`src/rtl/posit_encode_arbiter.sv`:
```
// Round-robin front end for one shared bit-serial posit encoder (32-bit, es=3).
// Grants one requester at a time and holds its decoded fields steady for the encoder.
// Captures the packed result, or NaR if a completion watchdog expires.
// Returns the result to the owning requester on a valid/ready handshake.
module posit_encode_arbiter #(
    parameter int unsigned N_REQ   = 4,
    parameter int unsigned TIMEOUT = 64
) (
    input  logic                  clk,
    input  logic                  rst,
    input  logic [N_REQ-1:0]      req_valid,
    output logic [N_REQ-1:0]      req_ready,
    input  logic [N_REQ-1:0]      req_sign,
    input  logic [6*N_REQ-1:0]    req_k,
    input  logic [3*N_REQ-1:0]    req_exp,
    input  logic [32*N_REQ-1:0]   req_mant,
    output logic [N_REQ-1:0]      rsp_valid,
    input  logic [N_REQ-1:0]      rsp_ready,
    output logic [31:0]           rsp_posit,
    output logic                  rsp_err,
    output logic                  enc_start,
    output logic                  enc_received,
    output logic                  enc_sign,
    output logic [5:0]            enc_k,
    output logic [2:0]            enc_exp,
    output logic [31:0]           enc_mant,
    input  logic [31:0]           enc_result,
    input  logic                  enc_done,
    output logic                  err_sticky
);

    localparam int unsigned IDX_W = $clog2(N_REQ);
    localparam int unsigned SUM_W = IDX_W + 1;
    localparam int unsigned WD_W  = $clog2(TIMEOUT + 1);
    localparam logic [WD_W-1:0]  WD_LAST = WD_W'(TIMEOUT - 1);
    localparam logic [IDX_W-1:0] IDX_LAST = IDX_W'(N_REQ - 1);
    localparam logic [31:0]      NAR = 32'h8000_0000;

    typedef enum logic [2:0] {
        StIdle,
        StIssue,
        StWaitDone,
        StDrain,
        StResp
    } state_e;

    state_e            state_q;
    logic [IDX_W-1:0]  ptr_q;
    logic [IDX_W-1:0]  owner_q;
    logic [WD_W-1:0]   wdog_q;

    logic              sel_found;
    logic [IDX_W-1:0]  sel_idx;
    logic [IDX_W-1:0]  ptr_next;
    logic [N_REQ-1:0]  owner_onehot;

    logic [5:0]        k_arr    [N_REQ];
    logic [2:0]        exp_arr  [N_REQ];
    logic [31:0]       mant_arr [N_REQ];

    for (genvar i = 0; i < N_REQ; i++) begin : g_unpack
        assign k_arr[i]    = req_k[6*i +: 6];
        assign exp_arr[i]  = req_exp[3*i +: 3];
        assign mant_arr[i] = req_mant[32*i +: 32];
    end

    // Pick the first valid requester at or after the round-robin pointer
    always_comb begin
        logic [SUM_W-1:0] sum;
        logic [IDX_W-1:0] cand;
        sel_found = 1'b0;
        sel_idx   = '0;
        sum       = '0;
        cand      = '0;
        for (int off = 0; off < N_REQ; off++) begin
            sum = {1'b0, ptr_q} + SUM_W'(off);
            if (sum >= SUM_W'(N_REQ)) begin
                sum = sum - SUM_W'(N_REQ);
            end
            cand = sum[IDX_W-1:0];
            if (!sel_found && req_valid[cand]) begin
                sel_found = 1'b1;
                sel_idx   = cand;
            end
        end
    end

    // Accept pulse is combinational; transfer completes on the same clock edge
    always_comb begin
        req_ready = '0;
        if (state_q == StIdle && !enc_done && sel_found) begin
            req_ready[sel_idx] = 1'b1;
        end
    end

    assign ptr_next     = (sel_idx == IDX_LAST) ? '0 : sel_idx + 1'b1;
    assign owner_onehot = N_REQ'(1) << owner_q;

    // Sequencer: grant, start pulse, wait/watchdog, received pulse, drain, respond
    always_ff @(posedge clk or negedge rst) begin
        if (!rst) begin
            state_q      <= StIdle;
            ptr_q        <= '0;
            owner_q      <= '0;
            wdog_q       <= '0;
            enc_start    <= 1'b0;
            enc_received <= 1'b0;
            enc_sign     <= 1'b0;
            enc_k        <= '0;
            enc_exp      <= '0;
            enc_mant     <= '0;
            rsp_valid    <= '0;
            rsp_posit    <= '0;
            rsp_err      <= 1'b0;
            err_sticky   <= 1'b0;
        end else begin
            enc_start    <= 1'b0;
            enc_received <= 1'b0;
            case (state_q)
                StIdle: begin
                    // A done still high from the last op must clear before a new start
                    if (!enc_done && sel_found) begin
                        enc_sign  <= req_sign[sel_idx];
                        enc_k     <= k_arr[sel_idx];
                        enc_exp   <= exp_arr[sel_idx];
                        enc_mant  <= mant_arr[sel_idx];
                        owner_q   <= sel_idx;
                        ptr_q     <= ptr_next;
                        enc_start <= 1'b1;
                        state_q   <= StIssue;
                    end
                end
                StIssue: begin
                    wdog_q  <= '0;
                    state_q <= StWaitDone;
                end
                StWaitDone: begin
                    if (enc_done) begin
                        rsp_posit    <= enc_result;
                        rsp_err      <= 1'b0;
                        enc_received <= 1'b1;
                        wdog_q       <= '0;
                        state_q      <= StDrain;
                    end else if (wdog_q == WD_LAST) begin
                        // Hung encoder: answer NaR without handshaking it
                        rsp_posit  <= NAR;
                        rsp_err    <= 1'b1;
                        err_sticky <= 1'b1;
                        rsp_valid  <= owner_onehot;
                        state_q    <= StResp;
                    end else begin
                        wdog_q <= wdog_q + 1'b1;
                    end
                end
                StDrain: begin
                    if (!enc_done) begin
                        rsp_valid <= owner_onehot;
                        state_q   <= StResp;
                    end else if (wdog_q == WD_LAST) begin
                        // Result already captured; only flag that done never dropped
                        err_sticky <= 1'b1;
                        rsp_valid  <= owner_onehot;
                        state_q    <= StResp;
                    end else begin
                        wdog_q <= wdog_q + 1'b1;
                    end
                end
                StResp: begin
                    if (rsp_ready[owner_q]) begin
                        rsp_valid <= '0;
                        state_q   <= StIdle;
                    end
                end
                default: begin
                    rsp_valid <= '0;
                    state_q   <= StIdle;
                end
            endcase
        end
    end

endmodule

```
`config.mk`:
```
export PLATFORM = sky130hd
export DESIGN_NAME = posit_encode_arbiter
export DESIGN_NICKNAME = d
export VERILOG_FILES = /design/src/rtl/posit_encode_arbiter.sv
export SDC_FILE = /design/constraint.sdc
export NUM_CORES = 1
export LEC_CHECK = 0
export CAP_MARGIN = 20
export CORE_MARGIN = 8
export CORE_UTILIZATION = 35
export DETAILED_ROUTE_END_ITERATION = 10
export HOLD_SLACK_MARGIN = 0.12
export PLACE_DENSITY = 0.75
export SLEW_MARGIN = 25
export SYNTH_ARGS = -nofsm -noshare
export SYNTH_HDL_FRONTEND = slang
export SYNTH_SLANG_ARGS = --single-unit
export TNS_END_PERCENT = 100
```
`constraint.sdc`:
```
create_clock -name clk -period 5.21 [get_ports clk]
set_clock_uncertainty 0.1 [all_clocks]
set_input_delay 1.563 -clock clk [delete_from_list [all_inputs] [get_ports clk]]
set_output_delay 1.563 -clock clk [all_outputs]
set_load 0.005 [all_outputs]
```
==> results.json <==
{
  "synth_seq_cells": 96,
  "pwr-share-comb": 0.497,
  "fp.dieH_microns": 136,
  "min_period_ps": 5000,
  "synth_largest_area_cell": "dfrtp_1",
  "required_ps": 3550,
  "row_count": 44,
  "power_density_nw_per_um2": 485,
  "ys.flop_type": "dfrtp_1",
  "dr.pass1.iters": 5,
  "place_congestion": 0.854,
  "status": "completed",
  "slowest_delay_ps": 430,
  "synth_top_area_share": 0.477,
  "clock_latency_ps": 340,
  "synth_area_sq_um": 5040,
  "grt_max_degree": 72,
  "pwr-share-seq": 0.321,
  "grt.met2_usage": 0.347,
  "slew_violations": 0,
  "remaining_drc_errors": 0,
  "netlist_instances": 484,
  "grt.busiest_layer": "met2",
  "wirelength_mm": 20.3,
  "start_util": 0.352,
  "rrSetupSlack_ps": 2680,
  "clock-sinks": 96,
  "ys_top_cells_by_count": "dfrtp_1 (96), nor2_1 (52), mux2i_1 (35)",
  "areaGrowthSynthToFinish_pct": 70.4,
  "ant_nets": 0,
  "finalSetupViolations": 0,
  "met1_usage": 0.240,
  "hold_viol": 0,
  "ioPinCount": 297,
  "clk_pin_slew_ps": 70,
  "async_flop_share": 1.00,
  "synth_cell_type_count": 50,
  "synth-edff-count": 0,
  "ys_seq_area_frac": 0.477,
  "path_cells": "clkdlybuf4s50_1 -> buf_4 -> nor2_1 -> and4b_1 -> nor2_4 -> nor2_1 -> and2_1 -> dlygate4sd2_1",
  "path_class": "primary input to output port",
  "vias": 5257,
  "dpl.cell_count": 942,
  "numPortBuffers": 296,
  "dpl.hpwl_mm": 15.4,
  "cts.htree.levels": 3,
  "ir_worst_vdd_v": 0.000267,
  "fin_area_sq_um": 8580,
  "post_dp_cell_area_sq_um": 8220,
  "yosysWarnings": 0,
  "drv_cap": 0,
  "fin_crit_sh": 0.960,
  "leakage_nw": 3.65,
  "cp-start-kind": "primary input",
  "critical-path-slowest-cell": "clkdlybuf4s50_1",
  "drive_above_1_share": 0.0840,
  "min_path_type": "flip-flop to flip-flop",
  "worstPathMaxFanout": 6,
  "cts_buffers": 9,
  "grt_usage": 0.208,
  "internal-power_mw": 2.71,
  "cpMostUsedCell": "nor2_1",
  "synth_nets": 696,
  "ys_top_cells_by_area": "dfrtp_1 (48%), mux2i_1 (7.0%), a22o_1 (5.7%)",
  "timing.slew.headroom": 0.389,
  "arrival_ps": 3340,
  "viasPerCell": 5.48,
  "max_freq_mhz": 200,
  "tritoncts": "yes",
  "dieWidth_microns": 136,
  "rsz0062_at_grt": "false",
  "syn_avg_cell_area_sq_um": 10.4,
  "drtIter0Drc": 302,
  "yosysMostFrequentCell": "dfrtp_1",
  "cts_hold_buf": 0,
  "worstMarginPinSlew_ps": 917,
  "met3_usage": 0.0650,
  "grt-ovfl-total": 0,
  "grt_pass1_vias": 5582,
  "wire_per_inst_microns": 21.1,
  "design.die.area_sq_um": 18500,
  "p_sw_mw": 1.45,
  "fin_cells": 960,
  "cts_setup_buffers": 0,
  "cts_root_buf": "clkbuf_16",
  "power_frac_clock": 0.181,
  "p_sw_frac": 0.349,
  "antenna_found_initial": 2,
  "worstSetupEndpointType": "output port",
  "fp.coreArea_sq_um": 14300,
  "nNetsFinal": 981,
  "clk_path_buf_depth": 2,
  "grt_pass1_wl_mm": 30.0
}
## repair_timing
| action | 4_1_cts | 5_1_grt |
|---|---|---|
| pin swaps | 1 | 0 |
| resized for setup | 5 | 2 |
| endpoints found under the setup margin | 4 | 2 |
## worst paths after layout
check | start | endpoint | cells past startpoint
setup reg to reg | state_q[2]$_DFFE_PN0P_ | enc_k[1]$_DFFE_PN0P_ | 6
max in group asynchronous | rst | rsp_posit[3]$_DFFE_PN0P_ | 2
min in group asynchronous | rst | rsp_posit[23]$_DFFE_PN0P_ | 1
setup / recovery | req_valid[1] | req_ready[3] | 8
hold reg to reg | err_sticky$_DFFE_PN0P_ | err_sticky$_DFFE_PN0P_ | 1
hold / removal | err_sticky$_DFFE_PN0P_ | err_sticky$_DFFE_PN0P_ | 1
## per-stage QoR
step                power [mW]  utilization  setup slack (ps)  setup TNS [ps]  hold slack (ps)
finish                    4.16        0.599               207               0              384
detailed placement        3.43        0.574              -249            -727              370
global route              4.44        0.599               110               0              406
global placement          3.36        0.574              -218            -658              356
CTS                       4.21        0.599              18.5               0              390
floorplan                 2.31            -               642               0              348
## cell usage in the layout (no fill, tap or decap), types with 3 or more instances in the layout
cell             count
dfrtp_1             96
xor2_1               3
inv_1               10
o22a_1              12
o22ai_1             30
bufinv_16            3
a22o_1              33
clkdlybuf4s50_1    291
mux2i_1             35
a221oi_2            15
nor2_1              52
clkbuf_16            9
a221oi_1            16
nand3_1             17
buf_4               22
a221o_1             12
o21ai_0             26
and2_1               5
nand2_1             19
nor3_1               3
a21oi_1             19
## area by class of cell
type | count | area (sq um)
flip-flops and latches | 96 | 2400
repair buffers | 317 | 3120
diodes | 2 | 5.00
clock buffers | 11 | 233
well taps | 184 | 230
clock inverters | 5 | 105
inverters | 11 | 41.3
multi-input cells | 334 | 2440
fillers | 1166 | 5730
## cell families (layout without fill, tap and decap cells)
logic type / Yosys count / count (layout) / share of synthesized area
AO/OA/AOI/OAI: 180 / 180 / 0.283
flip-flops: 96 / 96 / 0.477
buffers and inverters: 54 / 344 / 0.0527
adder cells (fa/ha/maj): 1 / 1 / 0.00248
other: 0 / 2 / 0
multiplexers: 36 / 36 / 0.0740
XOR/XNOR: 4 / 4 / 0.00696
AND/OR/NAND/NOR: 113 / 113 / 0.103
## flip-flops by register name, summed over array words and instances (netlist names)
signal,flops
enc_sign,1
rsp_posit,32
rsp_err,1
enc_received,1
ptr_q,2
err_sticky,1
wdog_q,7
state_q,3
owner_q,2
rsp_valid,4
enc_k,6
enc_mant,32
enc_exp,3
enc_start,1
## critical path, delay by kind of cell
| kind | cells | cell delay (ps) |
|---|---|---|
| simple gates | 5 | 910 |
| buf+inv | 3 | 870 |
## routing by layer
metal / share of wire / wire, microns
met1: 0.39 / 7960
met2: 0.48 / 9820
met3: 0.094 / 1900
met4: 0.030 / 606
met5: 0 / 0
## power by group through the flow
stage | Combinational (mW) | Clock, mW | Sequential [mW]
6_report | 2.07 | 0.754 | 1.34
5_1_grt | 2.25 | 0.805 | 1.38
4_1_cts | 2.10 | 0.770 | 1.34
3_5_place_dp | 2.09 | 0 | 1.33
3_3_place_gp | 2.03 | 0 | 1.33
2_1_floorplan | 1.01 | 0 | 1.30
Note: power is estimated with default switching activity, not from simulation.
==> RTL edit 1: new RTL, config.mk and constraints unchanged <==
Put one more register stage on the output `rsp_err`, cleared by the reset. The value now appears one clock later. The other outputs are not delayed to match.
--- a/src/rtl/posit_encode_arbiter.sv
+++ b/src/rtl/posit_encode_arbiter.sv
@@ -43,6 +43,8 @@
         StDrain,
         StResp
     } state_e;
+
+    logic rsp_err_s0;
 
     state_e            state_q;
     logic [IDX_W-1:0]  ptr_q;
@@ -111,7 +113,7 @@
             enc_mant     <= '0;
             rsp_valid    <= '0;
             rsp_posit    <= '0;
-            rsp_err      <= 1'b0;
+            rsp_err_s0   <= 1'b0;
             err_sticky   <= 1'b0;
         end else begin
             enc_start    <= 1'b0;
@@ -137,14 +139,14 @@
                 StWaitDone: begin
                     if (enc_done) begin
                         rsp_posit    <= enc_result;
-                        rsp_err      <= 1'b0;
+                        rsp_err_s0   <= 1'b0;
                         enc_received <= 1'b1;
                         wdog_q       <= '0;
                         state_q      <= StDrain;
                     end else if (wdog_q == WD_LAST) begin
                         // Hung encoder: answer NaR without handshaking it
                         rsp_posit  <= NAR;
-                        rsp_err    <= 1'b1;
+                        rsp_err_s0 <= 1'b1;
                         err_sticky <= 1'b1;
                         rsp_valid  <= owner_onehot;
                         state_q    <= StResp;
@@ -179,5 +181,13 @@
         end
     end
 
+    always_ff @(posedge clk or negedge rst) begin
+        if (!rst) begin
+            rsp_err <= '0;
+        end else begin
+            rsp_err <= rsp_err_s0;
+        end
+    end
+
 endmodule
 
Function: same outputs for any inputs over 4 cycles, from zero or initial values and one cycle with rst low; that may be too few to reach the edited logic, so the function may still have changed.
==> RTL edit 1 against the unedited design <==
Sequential cell count grew 1; routed wire length increased by 2.5%; highest routed layer unchanged; count of clock-buffer cells in the layout decreased by 1; largest power group unchanged; clock power decreased by 11%; design area is essentially flat; non-clock buffer count up 2; setup slack lost 0.025 ns; synthesized area increased by 0.52%; total power decreased by 1.4%; global-route usage grew 0.82 points.
==> RTL edit 1: results <==
synth:
  synth_cell_types: 51
  synth_commonest_cells: "97 x dfrtp_1, 52 x nor2_1, 35 x mux2i_1, 33 x a22o_1, 30 x o22ai_1"
  synth_nets: 697
  ys_warn_count: 0
  yosysSeqAreaShare_pct: 47.95
  ys_top_cells_by_area: "dfrtp_1 48%, mux2i_1 6.9%, a22o_1 5.7%"
global_route:
  grtUsageTotal_pct: 21.62
  first_global_vias: 5482
  grt_pass1_wl_microns: 31020
  antenna_found_initial: 0
  grt_max_degree: 63
worst_setup_path:
  r2r_start: "ptr_q[1]$_DFFE_PN0P_"
  path_max_fanout: 6
  r2r_slack_ns: 2.74
  worstPathArrival_ns: 3.36
  crit_family: "simple AND/OR/NAND/NOR gates"
  rr_endpoint: "enc_mant[1]$_DFFE_PN0P_"
  crit_slowest_cell: "clkdlybuf4s50_1"
  reg2reg_depth: 6
timing:
  tightest_slew_ns: 0.8248
  fin_crit_sh_pct: 96.50
clock_tree:
  cts_resized: 4
  clockRootBuffer: "clkbuf_16"
  cts.clk_slew.worst_paths_ns: 0.07
  clock_latency_ns: 0.35
  cts_buffers: 9
  post_cts_buffers: 0
routing:
  wl_per_cell_microns: 21.65
  first_iter_violations: 311
  vias_per_cell: 5.505
final_layout:
  nNetsFinal: 984
  drive_above_1_share_pct: 8.763
  n_antenna_cell: 0
  fillers: 1191
  reg_top3: "enc_mant (32), rsp_posit (32), wdog_q (7)"
hold_path:
  hold_path_startpoint: "rsp_err_s0$_DFFE_PN0P_"
pwr:
  total_leakage_power_uw: 0.003671
  peakVddDrop_mv: 0.3010
placed_design:
  dp_hpwl_microns: 16050
  placed_area_sq_mm: 0.008264
  gp_congestion: 0.8401
  place_ws_ns: -0.2420
outcome:
  status: "finished clean"
RTL edit 1: how the worst min path moves through the flow:
| stage | end | slack (ns) | cells past startpoint |
|---|---|---|---|
| 3_5_place_dp | rsp_err$_DFF_PN0_ | 0.28 | 0 |
| 6_report | rsp_err$_DFF_PN0_ | 0.29 | 0 |
| 2_1_floorplan | rsp_err$_DFF_PN0_ | 0.25 | 0 |
| 3_3_place_gp | rsp_err$_DFF_PN0_ | 0.26 | 0 |
| 4_1_cts | rsp_err$_DFF_PN0_ | 0.30 | 0 |
| 5_1_grt | rsp_err$_DFF_PN0_ | 0.31 | 0 |
RTL edit 1: cell families (layout without fill, tap and decap cells):
logic type | after synthesis | after routing | share of synthesized area, %
flops | 97 | 97 | 47.95
compound gates | 180 | 180 | 28.20
mux | 36 | 36 | 7.365
fa+ha+maj | 1 | 1 | 0.2471
buf+inv | 54 | 345 | 5.215
xor+xnor | 4 | 4 | 0.6922
simple gates | 113 | 113 | 10.33
RTL edit 1: area by class of cell:
class | count | share of cell area, %
inverter | 11 | 0.4813
tap | 184 | 2.684
clock inverter | 5 | 0.6564
multi-input combinational | 334 | 28.54
timing repair buffer | 319 | 36.55
sequential | 97 | 28.30
clock buffer | 10 | 2.786
RTL edit 1: metal layers:
metal  vias to the layer above  track usage (%)  wire [microns]
met5                         -                0               0
met4                         0            7.077             383
met3                        29            6.800            1970
met2                       266            36.93           10320
met1                      2562            25.20            8114
li1                       2428                -               -
RTL edit 1: where the power goes:
part	switching [uW]	internal, uW
Sequential	255	1090
Clock	289	382
Combinational	924	1160
RTL edit 1: stage by stage:
step	utilization, %	instances	hold WS [ns]
detailed placement	57.74	945	0.2831
finish	59.93	960	0.2901
global route	59.93	960	0.3107
floorplan	-	485	0.2544
global placement	57.68	945	0.2645
CTS	59.86	960	0.2979
==> RTL edit 2: new RTL, config.mk and constraints unchanged <==
Without the edit above. Set the parameter `N_REQ` to 8 (it was 4).
--- a/src/rtl/posit_encode_arbiter.sv
+++ b/src/rtl/posit_encode_arbiter.sv
@@ -3,7 +3,7 @@
 // Captures the packed result, or NaR if a completion watchdog expires.
 // Returns the result to the owning requester on a valid/ready handshake.
 module posit_encode_arbiter #(
-    parameter int unsigned N_REQ   = 4,
+    parameter int unsigned N_REQ   = 8,
     parameter int unsigned TIMEOUT = 64
 ) (
     input  logic                  clk,
Interface: changed (8 resized); port bits go from 297 to 481. The function was not compared with the original's and may differ.
==> RTL edit 2 against the unedited design <==
The run now ends with negative setup slack left; clock power fell by 7.4%; sequential share of layout area fell by 10 points; largest cell class unchanged; global-route usage is 5.2 points higher; count of clock-buffer cells in the layout shrank 2; design area increased by 65%; synthesized area is 60% higher; sequential cell count increased by 6; total power rose by 150%; setup slack got worse by 0.72 ns; routed wire length grew 91%.
==> RTL edit 2: results <==
timing:
  setup_viol: 8
  setup-tns-final_ns: -3.633
  tightest_slew_ns: 0.8753
  worst_slack_ns: -0.5142
  holdWs_ns: 0.3700
placed_design:
  dp_hpwl_microns: 31100
  gp_congestion: 0.8486
  numPortBuffers: 480
pwr:
  total_leakage_power_uw: 0.006224
  peakVddDrop_mv: 0.5991
hold_path:
  min_path_type: "register to register"
clock_tree:
  cts.clk_slew.worst_paths_ns: 0.08
  clockBufferDepth: 2
  cts_buffers: 9
  clock_latency_ns: 0.35
  cts_htree_levels: 3
  clockRootBuffer: "clkbuf_16"
global_route:
  grtUsageTotal_pct: 25.98
  first_global_vias: 9045
  antenna_found_initial: 12
  grt_pass1_wl_microns: 55610
  grt_max_degree: 71
outcome:
  status: "finished with violations"
  failed_checks: "negative setup slack"
final_layout:
  nNetsFinal: 1717
  reg_top3: "enc_mant (32), rsp_posit (32), rsp_valid (8)"
  drive_above_1_share_pct: 17.42
synth:
  ys_top_cells_by_area: "dfrtp_1 32%, mux2i_1 22%, mux2_2 6.4%"
  synth_flop_cell: "dfrtp_1"
  synth_commonest_cells: "176 x mux2i_1, 102 x dfrtp_1, 60 x nor2_1, 49 x a21oi_1, 46 x mux2_2"
  synth_cell_types: 61
  synthArstFlopShare_pct: 100.0
  yosysSeqAreaShare_pct: 31.63
  ys_warn_count: 0
  synth_nets: 1200
routing:
  met1Wirelength_microns: 13850
  first_iter_violations: 529
  dr.pass1.iters: 5
  vias: 8716
  wl_microns: 38680
  wl_met3_microns: 3280
  top_layer_used: "met5"
  wl_met2_microns: 20300
worst_setup_path:
  path_max_fanout: 7
  r2r_slack_ns: 0.47
  worstPathArrival_ns: 4.06
## RTL edit 2: report_power, final
group	switching (uW)	internal [uW]	total (uW)
Combinational	4030	4150	8180
Clock	352	345	698
Sequential	233	1130	1370
## RTL edit 2: final cells by class
cell class / count / area [sq um]
repair buffers: 576 / 5637
well taps: 285 / 356.6
fillers: 1900 / 8488
diodes: 8 / 20.02
clock inverters: 7 / 88.84
inverters: 11 / 41.29
flip-flops and latches: 102 / 2552
clock buffers: 9 / 225.2
multi-input cells: 627 / 5231
## RTL edit 2: routing by layer
| layer | GRT usage (%) | vias to the layer above |
|---|---|---|
| li1 | - | 4099 |
| met1 | 27.13 | 4186 |
| met4 | 9.589 | 8 |
| met5 | 0 | - |
| met2 | 47.23 | 354 |
| met3 | 9.238 | 69 |
## RTL edit 2: logic make-up (layout without fill, tap and decap cells)
family | Yosys count | in the layout | synth area share [%]
adder cells (fa/ha/maj) | 3 | 3 | 0.4652
other | 0 | 8 | 0
multiplexers | 242 | 242 | 33.04
XOR/XNOR | 8 | 8 | 0.8683
AND/OR/NAND/NOR | 161 | 161 | 9.721
flip-flops | 102 | 102 | 31.63
buffers and inverters | 81 | 603 | 6.093
AO/OA/AOI/OAI | 213 | 213 | 18.19
## RTL edit 2: critical path, cell delays in order
cell and delay [ns]:
buf_8 0.10, mux2_4 0.27, mux4_2 0.52, a41oi_4 0.31
buf_6 0.14, a2111o_1 0.13, a221o_1 0.19, o221a_4 0.24
nor2b_4 0.17, buf_6 0.10, nor3b_2 0.16, buf_2 0.16
## RTL edit 2: repair_timing
| action | in CTS | in global routing |
|---|---|---|
| setup endpoints to repair | 40 | 17 |
| resized for setup | 94 | 39 |
| hold endpoints to repair | 0 | 0 |
| pin swaps | 19 | 17 |
| buffers inserted | 17 | 9 |
| hold buffers | 0 | 0 |
| cloned | 0 | 1 |
## RTL edit 2: per-stage QoR
stage	std cells	area [sq um]	setup slack [ns]
detailed placement	1575	13420	-1.258
floorplan	810	8190	-0.2677
finish	1625	14150	-0.5142
global placement	1575	13420	-1.254
CTS	1608	13920	-0.6114
global route	1625	14150	-0.5956
## RTL edit 2: path summary, 6_finish.rpt
check | cells after the start | start | end
hold reg to reg | 1 | err_sticky$_DFFE_PN0P_ | err_sticky$_DFFE_PN0P_
setup / recovery | 12 | req_valid[7] | req_ready[2]
setup reg to reg | 17 | ptr_q[0]$_DFFE_PN0P_ | enc_k[5]$_DFFE_PN0P_
hold / removal | 1 | err_sticky$_DFFE_PN0P_ | err_sticky$_DFFE_PN0P_
max in group asynchronous | 2 | rst | rsp_posit[4]$_DFFE_PN0P_
min in group asynchronous | 1 | rst | rsp_posit[25]$_DFFE_PN0P_
